--- config.mk ---
export PLATFORM = sky130hd
export DESIGN_NAME = mipi_multi_lane_distributor
export DESIGN_NICKNAME = d
export VERILOG_FILES = /design/src/rtl/mipi_dphy_pkg.sv /design/src/rtl/mipi_lane_bank_ram.sv /design/src/rtl/mipi_multi_lane_distributor.sv
export SDC_FILE = /design/constraint.sdc
export NUM_CORES = 2
export LEC_CHECK = 0
export CAP_MARGIN = 0
export CORE_UTILIZATION = 50
export CTS_CLUSTER_SIZE = 30
export DETAILED_ROUTE_END_ITERATION = 8
export PLACE_DENSITY_LB_ADDON = 0.15
export SYNTH_ARGS = -nofsm -noshare
export SYNTH_HDL_FRONTEND = slang
export SYNTH_SLANG_ARGS = --single-unit
--- constraint.sdc ---
create_clock -name byte_clk -period 3.2 [get_ports byte_clk]
set_input_delay 0.64 -clock byte_clk [delete_from_list [all_inputs] [get_ports byte_clk]]
set_output_delay 0.64 -clock byte_clk [all_outputs]
set_load 0.01 [all_outputs]
--- src/rtl/mipi_dphy_pkg.sv ---
`default_nettype none
// ============================================================================
// Module      : mipi_dphy_pkg
// Description : Shared types and helpers for the multi-lane D-PHY byte
//               distributor: FSM state encoding, the default sync byte
//               value and a width helper for length/row counters.
// Revision    : 1.0 - initial release
// ============================================================================
package mipi_dphy_pkg;

  typedef enum logic [2:0] {
    ST_IDLE = 3'd0,
    ST_FILL = 3'd1,
    ST_DROP = 3'd2,
    ST_SYNC = 3'd3,
    ST_DATA = 3'd4,
    ST_GAP  = 3'd5
  } state_t;

  localparam logic [7:0] c_default_sync_byte = 8'hB8;

  // Bits needed to hold values 0..n-1, never less than one bit.
  function automatic int calc_width(input int n);
    if (n <= 2) return 1;
    return $clog2(n);
  endfunction

endpackage
`default_nettype wire

--- src/rtl/mipi_lane_bank_ram.sv ---
`default_nettype none
// ============================================================================
// Module      : mipi_lane_bank_ram
// Description : One byte-wide packet buffer bank. Simple dual port: one
//               write port, one registered read port. A read of the address
//               being written in the same cycle returns the new byte, so the
//               last byte of a packet is visible to the first output beat.
// Ports       : clk      - clock
//               i_we     - write enable
//               i_waddr  - write row
//               i_wdata  - write byte
//               i_raddr  - read row (sampled on clk)
//               o_rdata  - registered read byte
// Revision    : 1.0 - initial release
// ============================================================================
module mipi_lane_bank_ram #(
  parameter int DEPTH = 64,
  parameter int AW    = 6
) (
  input  logic          clk,
  input  logic          i_we,
  input  logic [AW-1:0] i_waddr,
  input  logic [7:0]    i_wdata,
  input  logic [AW-1:0] i_raddr,
  output logic [7:0]    o_rdata
);

  logic [7:0] r_mem [DEPTH];
  logic [7:0] r_rdata;

  always_ff @(posedge clk) begin
    if (i_we) begin
      r_mem[i_waddr] <= i_wdata;
    end
    // Write-first bypass: the closing byte of a short packet lands in the
    // same row the first beat is being read from.
    if (i_we && (i_waddr == i_raddr)) begin
      r_rdata <= i_wdata;
    end else begin
      r_rdata <= r_mem[i_raddr];
    end
  end

  assign o_rdata = r_rdata;

endmodule
`default_nettype wire

--- src/rtl/mipi_multi_lane_distributor.sv ---
`default_nettype none
// ============================================================================
// Module      : mipi_multi_lane_distributor
// Description : Store-and-forward byte-to-lane distributor. Buffers one
//               s_last-terminated packet, then emits it round-robin over
//               LANES byte lanes (byte n on lane n mod LANES) without
//               bubbles, optionally preceded by a sync beat and always
//               followed by GAP_CYCLES idle cycles.
// Ports       : byte_clk             - clock, all logic on rising edge
//               sys_rst              - synchronous active-high reset
//               s_data/s_valid/s_last/s_ready - byte input stream
//               lanes_data_out_valid - per-lane valid, bit i = lane i
//               lanes_data_out       - lane i at [8i+7:8i]
//               busy                 - high in SYNC/DATA/GAP
//               overflow             - one-cycle pulse on oversize packet
// Revision    : 1.0 - initial release
// ============================================================================
module mipi_multi_lane_distributor
  import mipi_dphy_pkg::*;
#(
  parameter int         LANES       = 4,
  parameter int         BUF_DEPTH   = 256,
  parameter int         GAP_CYCLES  = 10,
  parameter int         INSERT_SYNC = 0,
  parameter logic [7:0] SYNC_BYTE   = c_default_sync_byte
) (
  input  logic               byte_clk,
  input  logic               sys_rst,
  input  logic [7:0]         s_data,
  input  logic               s_valid,
  input  logic               s_last,
  output logic               s_ready,
  output logic [LANES-1:0]   lanes_data_out_valid,
  output logic [LANES*8-1:0] lanes_data_out,
  output logic               busy,
  output logic               overflow
);

  localparam int c_rows   = BUF_DEPTH / LANES;
  localparam int c_cnt_w  = calc_width(BUF_DEPTH + 1);
  localparam int c_row_w  = calc_width(c_rows);
  localparam int c_rrow_w = calc_width(c_rows + 1);
  localparam int c_bank_w = calc_width(LANES);
  localparam int c_gap_w  = calc_width(GAP_CYCLES + 1);

  localparam logic [c_cnt_w-1:0]  c_depth     = c_cnt_w'(BUF_DEPTH);
  localparam logic [c_cnt_w-1:0]  c_lanes     = c_cnt_w'(LANES);
  localparam logic [c_cnt_w-1:0]  c_cnt_one   = c_cnt_w'(1);
  localparam logic [c_row_w-1:0]  c_row_one   = c_row_w'(1);
  localparam logic [c_rrow_w-1:0] c_rrow_one  = c_rrow_w'(1);
  localparam logic [c_rrow_w-1:0] c_rrow_lim  = c_rrow_w'(c_rows);
  localparam logic [c_bank_w-1:0] c_bank_one  = c_bank_w'(1);
  localparam logic [c_bank_w-1:0] c_bank_last = c_bank_w'(LANES - 1);
  localparam logic [c_gap_w-1:0]  c_gap_one   = c_gap_w'(1);
  localparam logic [c_gap_w-1:0]  c_gap_last  = c_gap_w'(GAP_CYCLES - 1);

  state_t               r_state;
  state_t               w_next;
  logic [c_cnt_w-1:0]   r_cnt;
  logic [c_bank_w-1:0]  r_bank;
  logic [c_row_w-1:0]   r_row;
  logic [c_cnt_w-1:0]   r_rem;      // bytes not yet emitted, incl. current beat
  logic [c_rrow_w-1:0]  r_rd_row;   // row to be read on the next edge
  logic [c_gap_w-1:0]   r_gap;
  logic [LANES-1:0]     r_valid;
  logic                 r_sync;
  logic                 r_overflow;

  logic                 w_accept;
  logic                 w_we;
  logic                 w_full;
  logic                 w_last_beat;
  logic                 w_gap_done;
  logic [c_row_w-1:0]   w_raddr;
  logic [7:0]           w_rdata [LANES];

  // Lanes carrying a real byte for a beat that still has n bytes to go.
  function automatic logic [LANES-1:0] lane_mask(input logic [c_cnt_w-1:0] n);
    logic [LANES-1:0] m;
    m = '0;
    for (int i = 0; i < LANES; i++) begin
      m[i] = (c_cnt_w'(i) < n);
    end
    return m;
  endfunction

  assign w_accept    = s_valid && s_ready;
  assign w_full      = (r_cnt == c_depth);
  assign w_we        = w_accept && ((r_state == ST_IDLE) || (r_state == ST_FILL)) && !w_full;
  assign w_last_beat = (r_rem <= c_lanes);
  assign w_gap_done  = (r_gap == c_gap_last);
  // Past the final row only happens while the last beat is on the lanes;
  // that read result is never used, so park the address at row 0.
  assign w_raddr     = (r_rd_row < c_rrow_lim) ? r_rd_row[c_row_w-1:0] : '0;

  // --------------------------------------------------------------------------
  // FSM state register
  // --------------------------------------------------------------------------
  always_ff @(posedge byte_clk) begin
    if (sys_rst) begin
      r_state <= ST_IDLE;
    end else begin
      r_state <= w_next;
    end
  end

  // --------------------------------------------------------------------------
  // FSM next-state and state-decoded outputs
  // --------------------------------------------------------------------------
  always_comb begin
    w_next  = r_state;
    s_ready = 1'b0;
    busy    = 1'b0;
    case (r_state)
      ST_IDLE, ST_FILL: begin
        s_ready = 1'b1;
        if (s_valid) begin
          if (w_full) begin
            w_next = s_last ? ST_IDLE : ST_DROP;
          end else if (s_last) begin
            w_next = (INSERT_SYNC != 0) ? ST_SYNC : ST_DATA;
          end else begin
            w_next = ST_FILL;
          end
        end
      end
      ST_DROP: begin
        s_ready = 1'b1;
        if (s_valid && s_last) begin
          w_next = ST_IDLE;
        end
      end
      ST_SYNC: begin
        busy   = 1'b1;
        w_next = ST_DATA;
      end
      ST_DATA: begin
        busy = 1'b1;
        if (w_last_beat) begin
          w_next = ST_GAP;
        end
      end
      ST_GAP: begin
        busy = 1'b1;
        if (w_gap_done) begin
          w_next = ST_IDLE;
        end
      end
      default: w_next = ST_IDLE;
    endcase
  end

  // --------------------------------------------------------------------------
  // Counters, read prefetch and per-beat valid mask
  // --------------------------------------------------------------------------
  always_ff @(posedge byte_clk) begin
    if (sys_rst) begin
      r_cnt      <= '0;
      r_bank     <= '0;
      r_row      <= '0;
      r_rem      <= '0;
      r_rd_row   <= '0;
      r_gap      <= '0;
      r_valid    <= '0;
      r_sync     <= 1'b0;
      r_overflow <= 1'b0;
    end else begin
      r_overflow <= 1'b0;
      case (r_state)
        ST_IDLE, ST_FILL: begin
          if (w_accept) begin
            if (w_full) begin
              r_overflow <= 1'b1;
              r_cnt      <= '0;
              r_bank     <= '0;
              r_row      <= '0;
            end else if (s_last) begin
              r_cnt  <= '0;
              r_bank <= '0;
              r_row  <= '0;
              r_rem  <= r_cnt + c_cnt_one;
              if (INSERT_SYNC != 0) begin
                r_sync  <= 1'b1;
                r_valid <= '1;
              end else begin
                // Row 0 is read on this very edge, so beat 0 is ready next cycle.
                r_valid  <= lane_mask(r_cnt + c_cnt_one);
                r_rd_row <= c_rrow_one;
              end
            end else begin
              r_cnt <= r_cnt + c_cnt_one;
              if (r_bank == c_bank_last) begin
                r_bank <= '0;
                r_row  <= r_row + c_row_one;
              end else begin
                r_bank <= r_bank + c_bank_one;
              end
            end
          end
        end
        ST_SYNC: begin
          r_sync   <= 1'b0;
          r_valid  <= lane_mask(r_rem);
          r_rd_row <= c_rrow_one;
        end
        ST_DATA: begin
          if (w_last_beat) begin
            r_valid  <= '0;
            r_rem    <= '0;
            r_rd_row <= '0;
            r_gap    <= '0;
          end else begin
            r_rem    <= r_rem - c_lanes;
            r_valid  <= lane_mask(r_rem - c_lanes);
            r_rd_row <= r_rd_row + c_rrow_one;
          end
        end
        ST_GAP: begin
          r_gap <= r_gap + c_gap_one;
        end
        default: ;
      endcase
    end
  end

  // --------------------------------------------------------------------------
  // Lane banks and output muxing
  // --------------------------------------------------------------------------
  for (genvar g = 0; g < LANES; g++) begin : g_lane
    mipi_lane_bank_ram #(
      .DEPTH (c_rows),
      .AW    (c_row_w)
    ) u_bank (
      .clk     (byte_clk),
      .i_we    (w_we && (r_bank == c_bank_w'(g))),
      .i_waddr (r_row),
      .i_wdata (s_data),
      .i_raddr (w_raddr),
      .o_rdata (w_rdata[g])
    );

    assign lanes_data_out[8*g +: 8] = r_sync     ? SYNC_BYTE  :
                                      r_valid[g] ? w_rdata[g] : 8'h00;
  end

  assign lanes_data_out_valid = r_valid;
  assign overflow             = r_overflow;

endmodule
`default_nettype wire
==> results.md <==
- Fraction of the mapped netlist area in compound gates: 0.0247
- Crit Path Category: flop to primary output
- Int Power: between 40 and 50 mW
- Chip Width: about 400 um
- CP max-delay cell: mux4_2
- HP Start: s_data[1]
- Synth area leaders: edfxtp_1 75%, mux4_2 15%, nor2_1 1.6%
- M1 GR Usage: 0.428
- Vias per std cell: about 6.2
- Max Cap Viol: 0
- Iteration-0 DRC Markers: about 6.2k
- CP Capture Type: primary output
- Buffers on Ports: 50
- Total power: just under 60 mW
- Total Routing Usage GR: 0.292
- Clock-pin slew on the worst setup and hold paths: about 0.060 ns
- Num Clock Sinks: 2099
- Reg-to-Reg Start: r_row[2]
- Switching pwr: ~12 mW
- Yosys Warn Count: 0
- Final WL: 242 mm
- Delay-heaviest family, CP: compound AO/OA/AOI/OAI gates
- Post-synthesis simple-gate area fraction: 0.0385
- Layout cell share with drive strength beyond 1: 0.386
- Vias in the first global route: roughly 44k
- Final WS setup: -0.921 ns
- Worst EP arrival: between 3 and 4 ns
- CTS buffer count: around 210
- Antenna Nets Post-Route: 0
- Mux share of post-synthesis cell area: 0.158
- Core Util, Final: 0.621
- Synth Area per Inst: a little over 20 sq um
- Fin crit share: 1.29
- Die Y: 408 um
- CTS tree: yes
- RSZ-0062 raised after global routing: yes
- Slew Viols, Final: 0
- Root Buffer: clkbuf_16
- Violated checks: setup timing
- Worst setup SP type: flop
- Min cycle time layout: a little over 4 ns
- Layout area overhead: 23.1%
- Io pins: 51
- Adder-Cell Fraction of Synth Area: 0.00182
- Pleak: 32.8 nW
- Maximum VDD drop: a little under 0.0006 V
- Netlist cell types: 70
- # rows: 148
- Clock Path Buffers: 3
- Hold buffer count at cts: 0
- Largest net degree at the start of global routing: approximately 110
- Initial antenna violation count: 5
- Mapped Nets: approximately 4.1k
- Post-synth EDFFs: 2048
- Final Hold Violating Endpoints: 0
- Clock Skews: ~0.047 ns
- Req. time, crit path: 2.56 ns
- Vias: ~46k
- Max Clock Freq: ~240 MHz
- Yosys top cell area share: 0.747
- Clock share of power: 0.407
- DIE AREA: approximately 170000 sq um
- Worst-Margin Slew: about 0.98 ns
- DR DRC count: 0
- CTS H-tree lvls: 4
- First-pass GRT wire length: ~340 mm
- Yosys top cell by area: edfxtp_1
- Final nets: 4973
- Yosys reg bits: roughly 2.1k
- WL per Instance: ~33 um
- Outcome: finished, violations left
- Grt ovf: 0
- Total core area: ~160000 sq um
- GR Layer Usage met2: 0.438
- Worst slew margin: 0.347
- Drt pass-1 iters: 5
- Top FF cell, synth: edfxtp_1
- Synth Area in XOR/XNOR: 0.00138
- Worst min-delay path category: input port to flop
- Clock Latency Late Sink: approximately 0.85 ns
- Worst path cell trace: buf_12, buf_12, buf_12, mux4_2, a22o_1, a221oi_4, o22ai_2, o31a_1, buf_2
- Initial Util: 0.504
- Buf+Inv Stages, Crit Path: 4
- Final setup fails: 32
- Ys async rst share: 0
- Worst reg-to-reg setup slack: between 0.3 and 0.4 ns
- Power density over cell area: roughly 580 nW/um^2
- Register area share after synthesis: 0.760
- Grt met3 use: 0.0579
- Largest family of logic cells by synthesized area: multiplexers
- HPWL after DPL: ~160 mm
- Pre-CTS WS: -0.870 ns
- Netlist Area Pre-Place: roughly 82000 sq um
- Most used cells in the layout excluding fill and tap cells: 2048 x edfxtp_1, 664 x buf_4, 541 x mux4_2
- Sequential power share: 0.518
- Busiest layer in global routing: met2
- Sw Share: 0.214
- GPL Wtd Cong: about 0.9
- Crit path top cell by count: buf_12
- Commonest non-fill, non-tap cell in the layout: edfxtp_1
- Comb power frac: 0.075
- Worst Path Max Fanout: 8
- Mapped Cells: between 4k and 5k
- Slowest cell delay on critical path: between 0.5 and 0.6 ns
area by class of cell:
class,count,area (sq um)
Fill cell,11396,61900
Multi-Input combinational cell,1689,19900
Clock buffer,259,5480
Timing Repair Buffer,932,9450
Clock inverter,119,1100
Inverter,18,73.8
Antenna cell,5,12.5
Tap cell,2175,2720
Sequential cell,2099,62500
power by group through the flow:
| stage | sequential, mW | combinational (mW) | clock, mW |
|---|---|---|---|
| final | 30.2 | 4.37 | 23.8 |
| after global routing | 30.2 | 4.60 | 25.0 |
| after global placement | 30.8 | 3.27 | 0 |
| after floorplan | 30.8 | 1.82 | 0 |
| after detailed placement | 30.8 | 3.30 | 0 |
| after CTS | 30.2 | 4.12 | 24.0 |
Yosys cell counts, types with 6 or more instances:
| library cell | count |
|---|---|
| a211oi_1 | 26 |
| a21oi_1 | 57 |
| a221oi_1 | 11 |
| a22oi_1 | 36 |
| a311oi_1 | 6 |
| a31oi_1 | 21 |
| a32oi_1 | 7 |
| and2_1 | 9 |
| and3_1 | 20 |
| buf_1 | 16 |
| buf_2 | 64 |
| buf_4 | 47 |
| buf_6 | 13 |
| clkbuf_1 | 95 |
| dfxtp_1 | 51 |
| edfxtp_1 | 2048 |
| ha_1 | 12 |
| inv_1 | 17 |
| mux2_2 | 10 |
| mux2i_1 | 70 |
| mux4_2 | 541 |
| nand2_1 | 231 |
| nand2b_1 | 13 |
| nand3_1 | 30 |
| nand4_1 | 9 |
| nor2_1 | 345 |
| nor2b_1 | 24 |
| nor3_1 | 22 |
| nor3b_1 | 8 |
| nor4_1 | 6 |
| o211ai_1 | 9 |
| o21ai_0 | 42 |
| o22ai_1 | 43 |
| o32ai_1 | 6 |
| xor2_1 | 9 |
registers in the layout, indices dropped and copies added (netlist names), named ones only:
register and flops:
g_lane.u_bank.r_mem 2048, lanes_data_out_valid 4, overflow 1, r_bank 2
r_cnt 9, r_gap 4, r_rd_row 7, r_rem 9
r_row 6, r_state 3
stage by stage:
stage	setup TNS (ns)	cell area, sq um	hold slack, ns	cells
floorplan	0	82300	0.453	4041
global placement	-15.79	90700	0.467	6725
detailed placement	-16.05	90700	0.474	6725
CTS	-26.68	100000	0.268	7226
global route	-27.49	101000	0.298	7291
finish	-25.26	101000	0.305	7296
worst paths after layout:
kind,end,cells past startpoint
worst max-delay path,lanes_data_out[19],9
worst min-delay path,g_lane[2].u_bank.r_mem[33][1],1
worst max register to register,g_lane[3].u_bank.r_mem[30][6],5
worst min register to register,r_rem[3],2
per-layer routing:
| metal | vias to the layer above | share of wire |
|---|---|---|
| met5 | - | 0.00049 |
| met3 | 408 | 0.097 |
| met1 | 24118 | 0.40 |
| met2 | 2522 | 0.46 |
| li1 | 18472 | - |
| met4 | 4 | 0.042 |
cells by family (layout without fill, tap and decap cells):
| logic type | count (synthesis) | in the layout |
|---|---|---|
| AOI/OAI and AO/OA | 304 | 304 |
| and+or+nand+nor | 739 | 739 |
| xor gates and xnor gates | 13 | 13 |
| muxes | 621 | 621 |
| buffers and inverters | 253 | 1328 |
| other | 0 | 5 |
| adders and majority gates | 12 | 12 |
| DFF | 2099 | 2099 |
worst register-to-register path: stages (launching register included):
cell     delay, ns
dfxtp_1       0.63
nand2_1       0.11
nor2_1        0.54
nand2_1       0.62
nor2_1        0.44
buf_4         0.21
what timing repair did:
action                     CTS  global route
setup endpoints to repair   32            32
pin swaps                   78            89
setup buffers              120            84
gates resized for setup    442           156
cloned                      16             4
No activity file was read; power rests on OpenSTA's default activity.
